===== config.mk =====
export PLATFORM = sky130hd
export DESIGN_NAME = mux_n_rr
export DESIGN_NICKNAME = d
export VERILOG_FILES = /design/src/rtl/mux_n_rr.sv
export SDC_FILE = /design/constraint.sdc
export NUM_CORES = 1
export LEC_CHECK = 0
export CAP_MARGIN = 20
export CORE_MARGIN = 4
export CORE_UTILIZATION = 46
export CTS_CLUSTER_DIAMETER = 50
export DETAILED_ROUTE_END_ITERATION = 6
export GPL_TIMING_DRIVEN = 1
export PLACE_DENSITY = 0.82
export RECOVER_POWER = 50
export SYNTH_ARGS = -nofsm -noshare
export SYNTH_HDL_FRONTEND = slang
export SYNTH_SLANG_ARGS = --single-unit

===== constraint.sdc =====
create_clock -name clk -period 10.5 [get_ports clk]
set_clock_uncertainty 0.05 [all_clocks]
set_input_delay 2.625 -clock clk [delete_from_list [all_inputs] [get_ports clk]]
set_output_delay 2.625 -clock clk [all_outputs]
set_load 0.01 [all_outputs]

===== src/rtl/mux_n_rr.sv =====
// ============================================================================
//  Module   : mux_n_rr
//  Brief    : N-channel registered mux with valid/ready handshakes and
//             fixed or round-robin channel selection.
//             Optional macro MUX_N_RR_STATS_EN adds the xfer_cnt port.
//  Revision : 1.0
// ============================================================================
`default_nettype none

module mux_n_rr #(
    parameter int WIDTH = 4,
    parameter int NCH   = 4,
    parameter int SELW  = 2
) (
    input  logic                 clk,
    input  logic                 rst,
    input  logic [NCH*WIDTH-1:0] in_data,
    input  logic [NCH-1:0]       in_valid,
    output logic [NCH-1:0]       in_ready,
    input  logic                 mode,
    input  logic [SELW-1:0]      sel,
    output logic [WIDTH-1:0]     out_data,
    output logic [SELW-1:0]      out_chan,
    output logic                 out_valid,
    input  logic                 out_ready
`ifdef MUX_N_RR_STATS_EN
    ,
    output logic [15:0]          xfer_cnt
`endif
);

    localparam logic [SELW-1:0] c_LAST_CH = SELW'(NCH - 1);

    typedef enum logic [0:0] {
        ST_EMPTY = 1'b0,
        ST_FULL  = 1'b1
    } state_t;

    state_t            r_state_q, w_state_d;
    logic [WIDTH-1:0]  r_data_q,  w_data_d;
    logic [SELW-1:0]   r_chan_q,  w_chan_d;
    logic [SELW-1:0]   r_ptr_q,   w_ptr_d;

    logic              w_can_accept;
    logic              w_grant_vld;
    logic [SELW-1:0]   w_grant_idx;
    logic              w_xfer;
    logic [WIDTH-1:0]  w_sel_data;
    int                w_off;
    int                w_best;

    assign out_valid    = (r_state_q == ST_FULL);
    assign out_data     = r_data_q;
    assign out_chan     = r_chan_q;
    assign w_can_accept = !out_valid || out_ready;

    // Grant: RR picks the valid channel at the smallest wrapped distance from ptr.
    always_comb begin
        w_grant_vld = 1'b0;
        w_grant_idx = '0;
        w_off       = 0;
        w_best      = NCH;
        for (int i = 0; i < NCH; i++) begin
            if (mode) begin
                if (in_valid[i]) begin
                    w_off = (i >= int'(r_ptr_q)) ? (i - int'(r_ptr_q))
                                                 : (i + NCH - int'(r_ptr_q));
                    if (w_off < w_best) begin
                        w_best      = w_off;
                        w_grant_vld = 1'b1;
                        w_grant_idx = SELW'(i);
                    end
                end
            end else if (in_valid[i] && (sel == SELW'(i))) begin
                w_grant_vld = 1'b1;
                w_grant_idx = SELW'(i);
            end
        end
    end

    always_comb begin
        in_ready   = '0;
        w_sel_data = '0;
        for (int i = 0; i < NCH; i++) begin
            in_ready[i] = !rst && w_can_accept && w_grant_vld && (w_grant_idx == SELW'(i));
            if (w_grant_idx == SELW'(i)) begin
                w_sel_data = in_data[i*WIDTH +: WIDTH];
            end
        end
    end

    assign w_xfer = !rst && w_can_accept && w_grant_vld;

    always_comb begin
        w_state_d = r_state_q;
        w_data_d  = r_data_q;
        w_chan_d  = r_chan_q;
        w_ptr_d   = r_ptr_q;
        if (w_xfer) begin
            w_state_d = ST_FULL;
            w_data_d  = w_sel_data;
            w_chan_d  = w_grant_idx;
            if (mode) begin
                w_ptr_d = (w_grant_idx == c_LAST_CH) ? '0 : w_grant_idx + 1'b1;
            end
        end else if ((r_state_q == ST_FULL) && out_ready) begin
            w_state_d = ST_EMPTY;
        end
    end

    always_ff @(posedge clk) begin
        if (rst) begin
            r_state_q <= ST_EMPTY;
            r_data_q  <= '0;
            r_chan_q  <= '0;
            r_ptr_q   <= '0;
        end else begin
            r_state_q <= w_state_d;
            r_data_q  <= w_data_d;
            r_chan_q  <= w_chan_d;
            r_ptr_q   <= w_ptr_d;
        end
    end

`ifdef MUX_N_RR_STATS_EN
    logic [15:0] r_cnt_q, w_cnt_d;

    always_comb begin
        w_cnt_d = r_cnt_q;
        if (out_valid && out_ready && (r_cnt_q != 16'hFFFF)) begin
            w_cnt_d = r_cnt_q + 16'd1;
        end
    end

    always_ff @(posedge clk) begin
        if (rst) begin
            r_cnt_q <= '0;
        end else begin
            r_cnt_q <= w_cnt_d;
        end
    end

    assign xfer_cnt = r_cnt_q;
`endif

endmodule

`default_nettype wire


# Yosys cells after proc, flatten, opt, wreduce, memory -nomap -nowiden
# Cells that the tools add are included.
# word_totals
regBits	9
out_inout_bits	11
wordCells	90
# op_classes
add_sub_neg	8
n_lt_le_gt_ge	7
n_eq_ne	6
mux	47
reduce_logical	18
# op_table
operator	n
32-bit two-way mux	12
32-bit less-than comparator	2
3-bit by 32-bit less-than comparator with 1-bit output	1
32-bit by 4-bit less-than comparator with 1-bit output, second input constant	1
1-bit two-way mux	21
2-bit two-way mux	10
4-bit two-way mux	4
3-bit by 2-bit subtractor with 4-bit output, first input constant	3
1-bit logical AND	11
2-bit equality test, second input constant	4
1-bit by 2-bit subtractor with 3-bit output, first input constant	2
2-bit by 2-bit subtractor with 3-bit output, first input constant	2
2-bit by 1-bit equality test with 1-bit output, second input constant	2
1-bit by 2-bit greater-or-equal comparator with 1-bit output, first input constant	2
2-bit logical NOT	2
2-bit by 1-bit adder with 2-bit output, second input constant	1
2-bit greater-or-equal comparator, first input constant	1
1-bit logical NOT	2
2-bit AND reduction	1
2-bit nonzero test	1
1-bit logical OR	1

# Depth between registers and ports, before layout
# Gate-level depths: netlist (run 1).
# depth
ltp_word	23
mapped_depth	30

# Worst setup path before layout (run 1)
# OpenSTA, ideal clock, no wires.
# synth_path
path_type	input to output
start	input port mode
end	output port in_ready[0]
arrival_ns	7.067
required_ns	7.825
path_slack_ns	0.758
path_stages	24
path_buffers	4
cell_sequence	clkbuf_1 > buf_1 > and2_1 > ha_1 > a21bo_2 > o21ai_0 > a311o_1 > nand2_1 > ha_1 > or4_4 > o32ai_2 > buf_6 > nand2_1 > o21ai_0 > nand2_1 > ha_1 > nor2_1 > a21oi_1 > nand3b_1 > and3_1 > buf_6 > nor2_1 > ha_1 > and2_1
# synth_via
elab_chain_cells	15
# synth_rtl
element	line_no	rtl
start, declared	20	input logic mode,
32-bit two-way mux	64	if (mode) begin
32-bit less-than comparator	68	if (w_off < w_best) begin
32-bit two-way mux	68	
32-bit two-way mux	65	if (in_valid[i]) begin
32-bit two-way mux	64	
32-bit less-than comparator	68	
32-bit two-way mux	68	
32-bit two-way mux	65	
32-bit two-way mux	64	
3-bit by 32-bit less-than comparator with 1-bit output	68	
2-bit two-way mux / 1-bit two-way mux (equally long branches)	68	
2-bit two-way mux / 1-bit two-way mux (equally long branches)	65	
2-bit two-way mux / 1-bit two-way mux (equally long branches)	64	
2-bit logical NOT / 1-bit logical AND (equally long branches)	85	in_ready[i] = !rst && w_can_accept && w_grant_vld && (w_grant_idx == SELW'(i));
1-bit logical AND *	85	
end, declared	19	output logic [NCH-1:0] in_ready,
# Every way passes the cells marked *; elsewhere a longest branch is shown, timed or not.

# Final worst setup path (run 1)
# layout_path
start	input port in_valid[0]
end	output port in_ready[0]
# layout_via
elab_chain_cells	16
# layout_rtl
element	line_no	rtl
start, declared	18	input logic [NCH-1:0] in_valid,
32-bit two-way mux	65	
32-bit two-way mux	64	
32-bit less-than comparator	68	
32-bit two-way mux	68	
32-bit two-way mux	65	
32-bit two-way mux	64	
32-bit less-than comparator	68	
32-bit two-way mux	68	
32-bit two-way mux	65	
32-bit two-way mux	64	
3-bit by 32-bit less-than comparator with 1-bit output	68	
2-bit two-way mux / 1-bit two-way mux (equally long branches)	68	
2-bit two-way mux / 1-bit two-way mux (equally long branches)	65	
2-bit two-way mux / 1-bit two-way mux (equally long branches)	64	
2-bit logical NOT / 1-bit logical AND (equally long branches)	85	
1-bit logical AND *	85	
# Marked as above.

==> results of run 1 <==
==> per-layer routing <==
layer / global-route usage [%] / wire length (um) / vias up
met5: 0 / 0 / -
met4: 5.629 / 14 / 0
met3: 2.941 / 197 / 2
met2: 33.55 / 1631 / 46
met1: 24.76 / 1424 / 576
li1: - / - / 626
==> stage by stage <==
step                      cells  hold slack (ns)  area [um2]
after detailed placement    209           0.4084        1511
after global placement      209           0.4067        1511
after CTS                   213           0.4289        1538
final                       213           0.4154        1573
after global routing        213           0.4436        1573
after floorplan             148           0.4485        1125
==> state kept, by name, indices dropped and copies added (netlist names) <==
name,count
out_valid,1
out_data,4
r_ptr_q,2
out_chan,2
==> layout make-up <==
cell class                      instances  area [um2]  area share [%]
Sequential cell                         9       180.2           11.46
Multi-Input combinational cell        119       888.4           56.48
Tap cell                               28       35.03           2.228
Inverter                               12       45.04           2.864
Timing Repair Buffer                   41       397.9           25.30
Clock buffer                            4       26.28           1.671
==> cell usage after synthesis (3+ instances only) <==
library cell	n
dfxtp_1	9
nor3_1	4
nand2_1	19
a211oi_1	8
ha_1	11
inv_1	12
nor2_1	8
a21oi_1	4
nand3_1	3
o21ai_0	8
o221ai_1	4
o21a_1	6
nand2b_1	6
clkbuf_1	4
o32ai_1	3
==> power groups by stage <==
stage	combinational, mW	clock (mW)	sequential (mW)
6_report	0.122	0.0261	0.0468
5_1_grt	0.134	0.0292	0.0476
4_1_cts	0.116	0.0276	0.0468
3_5_place_dp	0.115	0	0.0475
3_3_place_gp	0.112	0	0.0470
2_1_floorplan	0.0733	0	0.0489
==> worst min-delay path by stage <==
stage | from | end | slack [ns] | cells after the start
2_1_floorplan | out_data[0]$_SDFFE_PP0P_ | out_data[0]$_SDFFE_PP0P_ | 0.45 | 2
3_3_place_gp | out_chan[0]$_SDFFE_PP0P_ | out_chan[0]$_SDFFE_PP0P_ | 0.41 | 1
3_5_place_dp | out_chan[0]$_SDFFE_PP0P_ | out_chan[0]$_SDFFE_PP0P_ | 0.41 | 1
4_1_cts | out_chan[0]$_SDFFE_PP0P_ | out_chan[0]$_SDFFE_PP0P_ | 0.43 | 1
5_1_grt | out_chan[0]$_SDFFE_PP0P_ | out_chan[0]$_SDFFE_PP0P_ | 0.44 | 1
6_report | out_chan[0]$_SDFFE_PP0P_ | out_chan[0]$_SDFFE_PP0P_ | 0.42 | 1
==> kinds of logic after synthesis <==
family,count (synthesis)
adders and majority gates,11
DFF,9
muxes,3
and+or+nand+nor,55
buffers and inverters,20
AOI/OAI and AO/OA,50
==> results.toml, run 1 <==
[timing]
setup_tns_ns = 0
setup_viol = 0
worst_pin_slew_ns = 0.7203
rsz0062_at_grt = "false"
final-hold-violation-count = 0
max_clock_freq_mhz = 98.26
drv_slew = 0
fin_crit_ns = 10.18
final.period_utilization_pct = 96.92
relSlewSlack_pct = 51.88
layout_setup_ws_ns = 0.3229

[placement]
gp_congestion = 0.8479
portBuffers = 36
dp_slack_ns = 0.05659
dp_hpwl_mm = 2.557

[finish]
mostFrequentLayoutCell = "clkdlybuf4s50_1"
num-fill-cells = 190
num-nets-final = 223
layout_common_cells = "29 x clkdlybuf4s50_1, 19 x nand2_1, 12 x inv_1"
final_core_util_pct = 69.10
drive_gt1_share_pct = 10.81
num_antenna_cells = 0
area_growth_syn_to_layout_pct = 39.82

[route]
wire_per_inst_um = 15.34
drc_errors = 0
drt-pass1-iter-count = 4
vias = 1250
drtAntennaViolNets = 0
wirelength_mm = 3.267
drt_iter0_markers = 67
avgViaCountPerCell = 5.869

[power]
intPower_mw = 0.1148
pwr-share-seq_pct = 24.1
swShare_pct = 41.02
p_sw_mw = 0.07980
p_leak_nw = 0.6249
power.share.combinational_pct = 62.5
pwr_density_cell_nw_per_um2 = 123.7
peakVddDrop_v = 0.00009417
power_mw = 0.1946
clkPwrFrac_pct = 13.4

[logic_synthesis]
synth_cells = 148
syn-num-nets = 185
yosys.area.top_type = "dfxtp_1"
synth_fa_ha_area_share_pct = 12.24
yosys.area_share.simple_pct = 24.92
synth_edf_count = 0
syn_area_per_cell_um2 = 7.600
synthesis.area_um2 = 1125
yosys.area.top_type_share_pct = 16.02
synth_compound_area_share_pct = 35.60
yosys_warnings = 0
dominantRegCellSynth = "dfxtp_1"
synthTopCellsByArea = "dfxtp_1 16%, ha_1 12%, nand2_1 6.3%, a211oi_1 5.3%, inv_1 4.0%"
postSynth.asyncResetShare_pct = 0
synth.distinct_cells = 45
synth_mux_area_share_pct = 3.115
ys_ff_latch = 9
seq_area_frac_synth_pct = 16.02
synthXorXnorAreaFrac_pct = 0
synth_top_family_by_area = "compound AO/OA/AOI/OAI gates"

[setup_path]
crit_arrival_ns = 7.50
reg2reg_slack_ns = 5.08
crit_type = "primary input to primary output"
cp_common_cell = "ha_1"
start_kind = "primary input"
slowest_delay_ns = 0.55
path_delay_family = "simple AND/OR/NAND/NOR gates"
path_max_fanout = 5
cp.buffers_inverters = 2
end_kind = "primary output"
r2r-end = "out_data[2]$_SDFFE_PP0P_"
cp.depth = 21
slowest_stage = "clkdlybuf4s50_1"
reg2reg_from = "r_ptr_q[1]$_SDFFE_PP0P_"
critPathLaunch = "in_valid[0]"
worstSetupEndpoint = "in_ready[0]"
worstPathCellList = "clkdlybuf4s50_1 -> and2_1 -> ha_1 -> a21bo_2 -> o21ai_1 -> a311o_1 -> nand2_1 -> ha_1 -> or4_4 -> o32ai_4 -> o21ai_0 -> nand2_1 -> ha_1 -> nor2_1 -> a21oi_2 -> nand3b_1 -> and3_1 -> nor2_2 -> ha_4 -> and2_1 -> clkdlybuf4s50_1"
reg2reg_depth = 25
cp.required_ns = 7.83

[floorplanning]
floorplan.initialDensity_pct = 49.42
coreArea_um2 = 2276
die_w_um = 57.45
pin_count = 37
die_area_um2 = 3301
num_rows = 17
die_y_um = 57.45

[clock_network]
root_buffer = "clkbuf_4"
clkTransAtPathRegs_ns = 0.06
worstSkewPairLatency_ns = 0.25
htree_num_levels = 1
cts_tree = "yes"
post_cts_buffers = 0
cts_hold_buf = 0
cts_made_buffers = 3
clock_sink_count = 9
ctsResizeCount = 0
cts_buffer_depth = 2

[job]
max_cap_violations = 0

[hold_path]
hold_path.class = "flip-flop to flip-flop"

[grt]
grt_pass1_vias = 1233
grt_usage_pct = 19.45
overflow = 0
grt_start_max_net_pins = 19
grt_pass1_wl_mm = 5.230
antenna_found_initial = 0

[status]
status = "finished, final reports clean"
Note: power is estimated with default switching activity, not from simulation.
==> run 2: changes to the inputs <==
Settings changed: PLACE_DENSITY 0.82 to 0.8.
==> results.toml, run 2 (synthesis gave the netlist of run 1 again) <==
[finish]
stdcell_area_um2 = 1567
drive_gt1_share_pct = 11.29
layout_common_cells = "29 x clkdlybuf4s50_1, 19 x nand2_1, 12 x inv_1"
ff_latch_area_um2 = 180.2
multiInputGateArea_um2 = 874.6
final_cells = 214
num-fill-cells = 197
num_antenna_cells = 0
mostFrequentLayoutCell = "clkdlybuf4s50_1"
largest_reg_flops = 4
num-nets-final = 224
area_growth_syn_to_layout_pct = 39.27

[job]
max_cap_violations = 0

[route]
wire_per_inst_um = 15.47
wirelength_mm = 3.311
avgViaCountPerCell = 6.037
drtAntennaViolNets = 0
vias = 1292
drc_errors = 0
drt_iter0_markers = 51
drt-pass1-iter-count = 5

[setup_path]
end_kind = "primary output"
crit_arrival_ns = 7.54
slowest_delay_ns = 0.53
worstPathCellList = "clkdlybuf4s50_1 -> and2_1 -> nand2b_1 -> ha_1 -> a21oi_1 -> o211ai_1 -> nand2_1 -> nand2_1 -> ha_1 -> or4_4 -> o32ai_4 -> o21ai_0 -> nand2_1 -> ha_1 -> nor2_1 -> a21oi_2 -> nand3b_1 -> and3_2 -> nor2_2 -> ha_2 -> and2_1 -> clkdlybuf4s50_1"
slowest_stage = "clkdlybuf4s50_1"
path_max_fanout = 6
crit_type = "primary input to primary output"
cp.required_ns = 7.83
start_kind = "primary input"

[timing]
layout_setup_ws_ns = 0.2870
final-hold-violation-count = 0
worst_pin_slew_ns = 0.7009
setup_viol = 0
max_clock_freq_mhz = 97.91
fin_crit_ns = 10.21
final.period_utilization_pct = 97.27
drv_slew = 0
relSlewSlack_pct = 53.18

[power]
pwr_density_cell_nw_per_um2 = 123.9
peakVddDrop_v = 0.00009464
p_leak_nw = 0.6256

[placement]
place_inst = 210
gp_congestion = 0.8680
dp_slack_ns = -0.009646
portBuffers = 36
dp_hpwl_mm = 2.594
placed_cell_area_um2 = 1519

[grt]
antenna_found_initial = 0
grt_pass1_wl_mm = 5.409
grt_usage_pct = 20.12
overflow = 0
grt_start_max_net_pins = 19
grt_pass1_vias = 1280

[clock_network]
worstSkewPairLatency_ns = 0.27
root_buffer = "clkbuf_4"
clock_sink_count = 9
cts_made_buffers = 3
cts_tree = "yes"
cts_hold_buf = 0
clkTransAtPathRegs_ns = 0.06
cts_buffer_depth = 2
htree_num_levels = 1

[floorplanning]
die_w_um = 57.45
num_rows = 17
die_area_um2 = 3301
die_y_um = 57.45
floorplan.initialDensity_pct = 49.42
coreArea_um2 = 2276
pin_count = 37

[hold_path]
hold_path.class = "flip-flop to flip-flop"

[status]
status = "finished, final reports clean"
==> run 2: changes by cell type in the layout (fill, tap and decap cells not counted), sizes merged <==
cell / delta
buf: +1
==> run 2: repair_timing <==
action,in CTS,in global routing
gates resized for setup,1,5
setup buffers,0,0
hold endpoints to repair,0,0
setup endpoints to repair,1,2
==> run 2: final cells by class <==
type,instances,share of cell area (%)
Sequential cell,9,11.50
Inverter,12,2.875
Clock buffer,4,1.677
Multi-Input combinational cell,119,55.83
Tap cell,28,2.236
Timing Repair Buffer,42,25.88
==> run 2: worst paths after layout <==
kind	start	end	slack [ns]	depth (start not counted)
min	out_data[1]$_SDFFE_PP0P_	out_data[1]$_SDFFE_PP0P_	0.43	2
min reg2reg	out_data[1]$_SDFFE_PP0P_	out_data[1]$_SDFFE_PP0P_	0.43	2
max	mode	in_ready[0]	0.29	22
max reg2reg	r_ptr_q[1]$_SDFFE_PP0P_	out_data[2]$_SDFFE_PP0P_	4.99	25
==> run 2: per-stage QoR <==
stage | setup TNS (ns) | hold slack [ns] | util, % | power, mW
finish | 0 | 0.4289 | 68.83 | 0.1941
global route | -0.01387 | 0.4639 | 68.83 | 0.2095
CTS | 0 | 0.4316 | 68.00 | 0.1914
detailed placement | -0.009646 | 0.4107 | 66.74 | 0.1631
global placement | 0 | 0.4071 | 66.74 | 0.1597
floorplan | 0 | 0.4485 | - | 0.1222
==> run 2: power breakdown <==
| part | internal (mW) | switching (mW) |
|---|---|---|
| clock network | 0.0147 | 0.0129 |
| registers | 0.0409 | 0.00574 |
| logic | 0.0579 | 0.0621 |
| total | 0.113 | 0.0807 |
==> run 2: layer usage <==
metal	share of wire [%]	wire length, um	track usage, %	vias to the layer above
li1	-	-	-	634
met1	44	1465	26.04	595
met2	49	1617	34.19	57
met3	5.3	174	1.357	6
met4	1.6	54	8.278	0
met5	0	0	0	-
==> run 2: worst max-delay path: cells and delay by family <==
| family | cells | cell delay [ns] |
|---|---|---|
| and+or+nand+nor | 11 | 1.83 |
| buffers and inverters | 2 | 1.04 |
| adders and majority gates | 4 | 1.03 |
| AOI/OAI and AO/OA | 5 | 1.01 |
